--- src/rtl/morse_pkg.sv ---
// Shared Morse-link definitions: letter codes, decoder FSM encoding,
// timing thresholds in sample units, and the per-letter symbol tables
// that both the transmitter and the receiver are built from.
package morse_pkg;

  // Letter codes as carried on the transmitter switches and decoder output
  localparam logic [2:0] LTR_Q = 3'd0;
  localparam logic [2:0] LTR_R = 3'd1;
  localparam logic [2:0] LTR_S = 3'd2;
  localparam logic [2:0] LTR_T = 3'd3;
  localparam logic [2:0] LTR_U = 3'd4;
  localparam logic [2:0] LTR_V = 3'd5;
  localparam logic [2:0] LTR_W = 3'd6;
  localparam logic [2:0] LTR_X = 3'd7;

  // Decoder FSM states
  typedef enum logic [1:0] {
    ST_DRAIN = 2'd0,
    ST_IDLE  = 2'd1,
    ST_MARK  = 2'd2,
    ST_SPACE = 2'd3
  } morse_state_t;

  // Run-length thresholds, in sample strobes (4 samples per Morse unit)
  localparam logic [3:0] DOT_MIN  = 4'd3;
  localparam logic [3:0] DOT_MAX  = 4'd5;
  localparam logic [3:0] DASH_MIN = 4'd10;
  localparam logic [3:0] DASH_MAX = 4'd14;
  localparam logic [3:0] GAP_MIN  = 4'd3;
  localparam logic [3:0] END_LEN  = 4'd6;
  localparam logic [3:0] RUN_MAX  = 4'd15;

  // Longest letter in the alphabet; a fifth symbol is always malformed
  localparam logic [2:0] MAX_SYMS = 3'd4;

  // Per-letter symbol count and left-aligned pattern (dash=1, dot=0)
  localparam logic [2:0] LEN_Q = 3'd4;  localparam logic [3:0] PAT_Q = 4'b1101;
  localparam logic [2:0] LEN_R = 3'd3;  localparam logic [3:0] PAT_R = 4'b0100;
  localparam logic [2:0] LEN_S = 3'd3;  localparam logic [3:0] PAT_S = 4'b0000;
  localparam logic [2:0] LEN_T = 3'd1;  localparam logic [3:0] PAT_T = 4'b1000;
  localparam logic [2:0] LEN_U = 3'd3;  localparam logic [3:0] PAT_U = 4'b0010;
  localparam logic [2:0] LEN_V = 3'd4;  localparam logic [3:0] PAT_V = 4'b0001;
  localparam logic [2:0] LEN_W = 3'd3;  localparam logic [3:0] PAT_W = 4'b0110;
  localparam logic [2:0] LEN_X = 3'd4;  localparam logic [3:0] PAT_X = 4'b1001;

  // Tables indexed by letter code
  localparam logic [7:0][2:0] LETTER_LEN = {LEN_X, LEN_W, LEN_V, LEN_U,
                                            LEN_T, LEN_S, LEN_R, LEN_Q};
  localparam logic [7:0][3:0] LETTER_PAT = {PAT_X, PAT_W, PAT_V, PAT_U,
                                            PAT_T, PAT_S, PAT_R, PAT_Q};

  typedef struct packed {
    logic       hit;
    logic [2:0] code;
  } decode_t;

  // Match a collected symbol buffer against the alphabet
  function automatic decode_t decode_letter(input logic [2:0] len,
                                            input logic [3:0] pat);
    decode_t d;
    d.hit  = 1'b0;
    d.code = LTR_Q;
    for (int i = 0; i < 8; i++) begin
      if (!d.hit && (LETTER_LEN[i] == len) && (LETTER_PAT[i] == pat)) begin
        d.hit  = 1'b1;
        d.code = 3'(i);
      end
    end
    return d;
  endfunction

endpackage

--- src/rtl/morse_sample_tick.sv ---
// Sample-strobe prescaler: one-clock tick every SAMPLE_DIV clocks.
// The count restarts at 0 on reset, so the first tick lands on the
// SAMPLE_DIV-th clock edge after reset is released.
module morse_sample_tick #(
  parameter int SAMPLE_DIV = 6_250_000
) (
  input  logic CLOCK_50,
  input  logic reset,
  output logic tick
);

  localparam int CNT_W = (SAMPLE_DIV > 1) ? $clog2(SAMPLE_DIV) : 1;
  localparam logic [CNT_W-1:0] CNT_LAST = CNT_W'(SAMPLE_DIV - 1);

  logic [CNT_W-1:0] cnt;

  // Free-running modulo-SAMPLE_DIV counter
  always_ff @(posedge CLOCK_50) begin
    if (reset) begin
      cnt <= '0;
    end else if (cnt == CNT_LAST) begin
      cnt <= '0;
    end else begin
      cnt <= cnt + CNT_W'(1);
    end
  end

  assign tick = (cnt == CNT_LAST);

endmodule

--- src/rtl/morse_decoder.sv ---
// Morse receiver: synchronizes the line, measures mark/space run lengths
// on sample strobes and rebuilds the 3-bit letter code.
// Optional feature: define MORSE_DECODER_ERRCNT_EN to get a saturating
// error counter on err_count; otherwise err_count is tied to zero.
//
// Output protocol: letter_valid and letter_err are single-clock event
// pulses with no backpressure; letter is stable from the letter_valid
// pulse until the next one. busy is high whenever the FSM is not IDLE.
module morse_decoder
  import morse_pkg::*;
#(
  parameter int SAMPLE_DIV = 6_250_000
) (
  input  logic       CLOCK_50,
  input  logic       reset,
  input  logic       morse_in,
  output logic [2:0] letter,
  output logic       letter_valid,
  output logic       letter_err,
  output logic       busy,
  output logic [7:0] err_count
);

  logic         tick;
  logic         sync1;
  logic         sample;
  logic         prev_sample;
  logic [3:0]   run;
  logic [3:0]   run_next;
  morse_state_t state;
  morse_state_t state_next;
  logic [3:0]   sym_buf;
  logic [2:0]   sym_len;
  logic         is_dot;
  logic         is_dash;
  logic         mark_ok;
  logic         gap_short;
  logic         letter_end;
  decode_t      dec;
  logic         do_push;
  logic         do_valid;
  logic         do_err;
  logic         do_clear;

  morse_sample_tick #(
    .SAMPLE_DIV(SAMPLE_DIV)
  ) u_tick (
    .CLOCK_50(CLOCK_50),
    .reset   (reset),
    .tick    (tick)
  );

  // Two-flop synchronizer for the asynchronous line
  always_ff @(posedge CLOCK_50) begin
    if (reset) begin
      sync1  <= 1'b0;
      sample <= 1'b0;
    end else begin
      sync1  <= morse_in;
      sample <= sync1;
    end
  end

  // Length of the current line run including this sample; saturates at 15
  always_comb begin
    run_next = 4'd1;
    if (sample == prev_sample) begin
      run_next = (run == RUN_MAX) ? RUN_MAX : run + 4'd1;
    end
  end

  // Run counter and previous-sample register advance only on strobes
  always_ff @(posedge CLOCK_50) begin
    if (reset) begin
      run         <= 4'd0;
      prev_sample <= 1'b0;
    end else if (tick) begin
      run         <= run_next;
      prev_sample <= sample;
    end
  end

  // Classification of the run that just ended (run still holds its length)
  assign is_dot     = (run >= DOT_MIN) && (run <= DOT_MAX);
  assign is_dash    = (run >= DASH_MIN) && (run <= DASH_MAX);
  assign mark_ok    = (is_dot || is_dash) && (sym_len != MAX_SYMS);
  assign gap_short  = (run < GAP_MIN);
  assign letter_end = (run_next == END_LEN);
  assign dec        = decode_letter(sym_len, sym_buf);

  // FSM state register
  always_ff @(posedge CLOCK_50) begin
    if (reset) begin
      state <= ST_DRAIN;
    end else begin
      state <= state_next;
    end
  end

  // FSM next-state logic; every error path leads back to DRAIN
  always_comb begin
    state_next = state;
    if (tick) begin
      case (state)
        ST_DRAIN: begin
          if (!sample && (run_next >= END_LEN)) state_next = ST_IDLE;
        end
        ST_IDLE: begin
          if (sample) state_next = ST_MARK;
        end
        ST_MARK: begin
          if (!sample) state_next = mark_ok ? ST_SPACE : ST_DRAIN;
        end
        ST_SPACE: begin
          if (sample) begin
            state_next = gap_short ? ST_DRAIN : ST_MARK;
          end else if (letter_end) begin
            state_next = dec.hit ? ST_IDLE : ST_DRAIN;
          end
        end
        default: state_next = ST_DRAIN;
      endcase
    end
  end

  // FSM event outputs for the current strobe
  always_comb begin
    do_push  = 1'b0;
    do_valid = 1'b0;
    do_err   = 1'b0;
    if (tick) begin
      case (state)
        ST_MARK: begin
          if (!sample) begin
            do_push = mark_ok;
            do_err  = !mark_ok;
          end
        end
        ST_SPACE: begin
          if (sample) begin
            do_err = gap_short;
          end else if (letter_end) begin
            do_valid = dec.hit;
            do_err   = !dec.hit;
          end
        end
        default: ;
      endcase
    end
    do_clear = do_err || (tick && (state == ST_IDLE));
  end

  // Symbol buffer: first symbol lands in bit 3, later ones fill downward
  always_ff @(posedge CLOCK_50) begin
    if (reset || do_clear) begin
      sym_buf <= 4'd0;
      sym_len <= 3'd0;
    end else if (do_push) begin
      sym_buf[2'd3 - sym_len[1:0]] <= is_dash;
      sym_len                      <= sym_len + 3'd1;
    end
  end

  // Registered result pulses and held letter code
  always_ff @(posedge CLOCK_50) begin
    if (reset) begin
      letter       <= LTR_Q;
      letter_valid <= 1'b0;
      letter_err   <= 1'b0;
    end else begin
      letter_valid <= do_valid;
      letter_err   <= do_err;
      if (do_valid) letter <= dec.code;
    end
  end

  assign busy = (state != ST_IDLE);

`ifdef MORSE_DECODER_ERRCNT_EN
  logic [7:0] err_cnt_q;

  // Saturating error counter, updated together with the letter_err pulse
  always_ff @(posedge CLOCK_50) begin
    if (reset) begin
      err_cnt_q <= 8'd0;
    end else if (do_err && (err_cnt_q != 8'hFF)) begin
      err_cnt_q <= err_cnt_q + 8'd1;
    end
  end

  assign err_count = err_cnt_q;
`else
  assign err_count = 8'd0;
`endif

endmodule

--- config.mk ---
export PLATFORM = sky130hd
export DESIGN_NAME = morse_decoder
export DESIGN_NICKNAME = d
export VERILOG_FILES = /design/src/rtl/morse_pkg.sv /design/src/rtl/morse_sample_tick.sv /design/src/rtl/morse_decoder.sv
export SDC_FILE = /design/constraint.sdc
export NUM_CORES = 1
export LEC_CHECK = 0
export CAP_MARGIN = 5
export CELL_PAD_IN_SITES_DETAIL_PLACEMENT = 1
export CELL_PAD_IN_SITES_GLOBAL_PLACEMENT = 2
export CORE_MARGIN = 1.5
export CORE_UTILIZATION = 38
export DETAILED_ROUTE_END_ITERATION = 12
export PLACE_DENSITY = 0.84
export REMOVE_ABC_BUFFERS = 1
export SLEW_MARGIN = 20
export SYNTH_ARGS = -nofsm -noshare
export SYNTH_HDL_FRONTEND = slang
export SYNTH_SLANG_ARGS = --single-unit
--- constraint.sdc ---
create_clock -name CLOCK_50 -period 3.9 [get_ports CLOCK_50]
set_input_delay 0.975 -clock CLOCK_50 [delete_from_list [all_inputs] [get_ports CLOCK_50]]
set_output_delay 0.975 -clock CLOCK_50 [all_outputs]
set_load 0.01 [all_outputs]
==> reports/metrics.cfg <==
[status]
outcome=finished clean

[worst_setup_path]
class_of_the_most_critical_setup_path=flop to output port
worst_r2r_startpoint=u_tick.cnt[0]
cp.arrival_ns=1.72
path_cells=inv_1 > nor2_1 > inv_1 > clkdlybuf4s50_1
crit_path_max_fanout=9
critPathRequiredTime_ns=2.92
critPathLaunch=state[0]
cp-end-kind=output port
critical_path.most_common_cell=sky130_fd_sc_hd__inv_1
reg2reg_slack_ns=1.26
startpoint_type=flop
critical_path.slowest_cell=sky130_fd_sc_hd__dfxtp_1
largest_stage_delay_worst_path_ns=0.48

[yosys]
synth_top_cells_by_count=sky130_fd_sc_hd__nor2_1 (46), sky130_fd_sc_hd__dfxtp_1 (44), sky130_fd_sc_hd__nand3_1 (17)
synth-seq-area-share=0.3678
synth_top_cell_area_share=0.3678
ys_warn_count=0
netlist-cell-type-count=49
post-synth-top-count-cell=sky130_fd_sc_hd__nor2_1
ys_async_sr_fraction=0
synth.top_cells.by_area=sky130_fd_sc_hd__dfxtp_1 (37%), sky130_fd_sc_hd__nor2_1 (7.2%), sky130_fd_sc_hd__ha_1 (5.2%), sky130_fd_sc_hd__xnor2_1 (5.1%), sky130_fd_sc_hd__nand3_1 (3.6%)
synth.avg_cell_area_sq_um=8.432
ffs_latches_synth=44
yosys.area.top_type=sky130_fd_sc_hd__dfxtp_1
synth_enable_flop_cells=0
yosys_most_used_dff=sky130_fd_sc_hd__dfxtp_1
syn-cell-area_sq_mm=0.002395
netlist_instances=284

[power_and_ir_drop]
total_leakage_power_nw=0.8776
power.sequential.fraction=0.581
vdd_ir_drop_max_v=0.0001731
fin_total_pwr_w=0.0007862
clkPwrFrac=0.390
comb_power_share=0.029
power-per-cell-area_mw_per_mm2=303.3
power.share.switching=0.2327
p_int_w=0.0006033
total_switching_power_w=0.0001829

[sta]
max_freq_mhz=371.7
relSlewSlack=0.3884
finalSetupTns_ns=0
rsz0062_at_grt=false
slew_viol_final=0
hold_viol=0
clock_skew_ns=0.01076
worst-slew-pin-transition_ns=0.9090
finalSetupViolations=0
final_critical_path_setup_slack_ns=1.210
final_period_minus_worst_setup_slack_ns=2.690
min_period_over_period=0.6898

[global_routing]
grt_most_used_layer=met1
grt_use_met3=0.02637
grt_pass1_wl_mm=9.363
globalRouteMet2Util=0.2667
grt-ovfl-total=0
grt_use_met1=0.2702
maximum_number_of_pins_on_one_net_before_global_route_repair=23
track_usage=0.1817
first_global_vias=1888
antenna_violations_before_repair=0

[floorplan]
rows=28
core_region_area_sq_mm=0.005991
die-width_microns=82.39
floorplan.die.height_microns=82.39
num_io_pins=17
die_ar_sq_mm=0.006787
initial_cell_density_of_the_core=0.3997

[run]
drv.max_cap_violation_count=0

[clock_tree]
clkLatencyLatePin_ns=0.30
clkSlewWorstSetupHoldPaths_ns=0.08
cts.root.buffer_cell=sky130_fd_sc_hd__clkbuf_8
total_clock_sinks=44
cts_tree=built
ctsLongestPathBuffers=2
total_cts_buffers=5
cts_hold_repair.buffers=0
cts_post_setup_buffers_inserted=0
cts_htree_levels=2
postCtsResizedCells=0

[cells_and_area]
diodes=0
final_cell_area_sq_mm=0.002592
share_of_final_layout_standard_cells_stronger_than_drive_strength_1=0.07241
fillCellCount=723
layout.nets=302
area_growth_synth_to_finish_pct=8.255
post-route-util=0.4327

[route]
via_count=2001
routed_via_density=5.482
antenna_violating_nets_post_route=0
detail_route.iter0.violations=111
drt_first_pass_iters=4
postRouteWirelength_mm=5.604
route.detailed.wl_per_inst_microns=15.35
residual_drc_count=0

[placement]
place_congestion=0.8692
hpwlAfterDp_mm=4.175
port-buffer-count=8
preCtsSetupSlack_ns=1.241
dpl_cell_area_sq_mm=0.002495

[hold_path]
holdCritStartpoint=sync1
holdCritPathClass=flop to flop

logic make-up (layout without fill, tap and decap cells):
family	after synthesis	in the layout	share of synthesized area
xor gates and xnor gates	23	23	0.08412
muxes	2	2	0.008360
DFF	44	44	0.3678
and+or+nand+nor	127	127	0.2858
other	1	8	0.001566
adders and majority gates	10	10	0.05225
AOI/OAI and AO/OA	46	46	0.1348
buffers and inverters	31	30	0.06531
final timing paths:
kind	endpoint	cells after the start
setup / recovery	busy	4
hold / removal	sample	1
setup reg to reg	sym_len[1]	6
hold reg to reg	sample	1
worst max-delay path: cells and delay by family (launching register included):
kind	cells	cell delay, ns
buffers and inverters	3	0.71
flip-flops	1	0.48
AND/OR/NAND/NOR	1	0.22
layer usage:
| metal | share of wire | wire (microns) |
|---|---|---|
| met1 | 0.52 | 2931 |
| met4 | 0.011 | 60 |
| met3 | 0.034 | 192 |
| met5 | 0 | 0 |
| met2 | 0.43 | 2419 |
per-stage QoR:
stage	std cells	hold WS, ns
2_1_floorplan	273	0.4138
3_3_place_gp	357	0.4181
3_5_place_dp	357	0.4328
4_1_cts	365	0.4600
5_1_grt	365	0.4840
6_report	365	0.4631
power by group through the flow:
stage               Clock [W]  Sequential [W]  Combinational, W
finish               0.000307        0.000457         0.0000230
global route         0.000334        0.000458         0.0000261
CTS                  0.000316        0.000457         0.0000233
detailed placement          0        0.000467         0.0000233
global placement            0        0.000467         0.0000232
floorplan                   0        0.000466         0.0000144
cell usage in the layout, fill, tap and decap left out, types with 4 or more instances in the layout:
master                            instances
sky130_fd_sc_hd__conb_1                   8
sky130_fd_sc_hd__a211oi_1                 7
sky130_fd_sc_hd__nand4_1                  7
sky130_fd_sc_hd__inv_1                   13
sky130_fd_sc_hd__a31oi_1                  4
sky130_fd_sc_hd__nor4_1                   6
sky130_fd_sc_hd__ha_1                    10
sky130_fd_sc_hd__xnor2_1                 14
sky130_fd_sc_hd__xor2_1                   9
sky130_fd_sc_hd__nand2_1                 11
sky130_fd_sc_hd__o21ai_0                  4
sky130_fd_sc_hd__nor2_1                  46
sky130_fd_sc_hd__nor4b_1                  4
sky130_fd_sc_hd__clkdlybuf4s50_1          8
sky130_fd_sc_hd__nor3_1                  10
sky130_fd_sc_hd__dfxtp_1                 44
sky130_fd_sc_hd__nand3_1                 17
sky130_fd_sc_hd__a21oi_1                 14
sky130_fd_sc_hd__clkbuf_8                 6
sky130_fd_sc_hd__and3_1                   4
area by class of cell:
class	count	area, sq um	share of cell area
clock inverters	2	15.01	0.005791
inverters	13	48.80	0.01882
well taps	75	93.84	0.03620
repair buffers	9	87.58	0.03378
clock buffers	6	82.58	0.03185
multi-input cells	216	1384	0.5338
flip-flops and latches	44	880.8	0.3398
flip-flops by register name (all words and copies together) (netlist names):
signal / count
u_tick.cnt: 23
run: 4
sym_buf: 4
letter: 3
sym_len: 3
state: 2
letter_err: 1
letter_valid: 1
prev_sample: 1
sample: 1
sync1: 1
(Power assumes the default switching activity.)
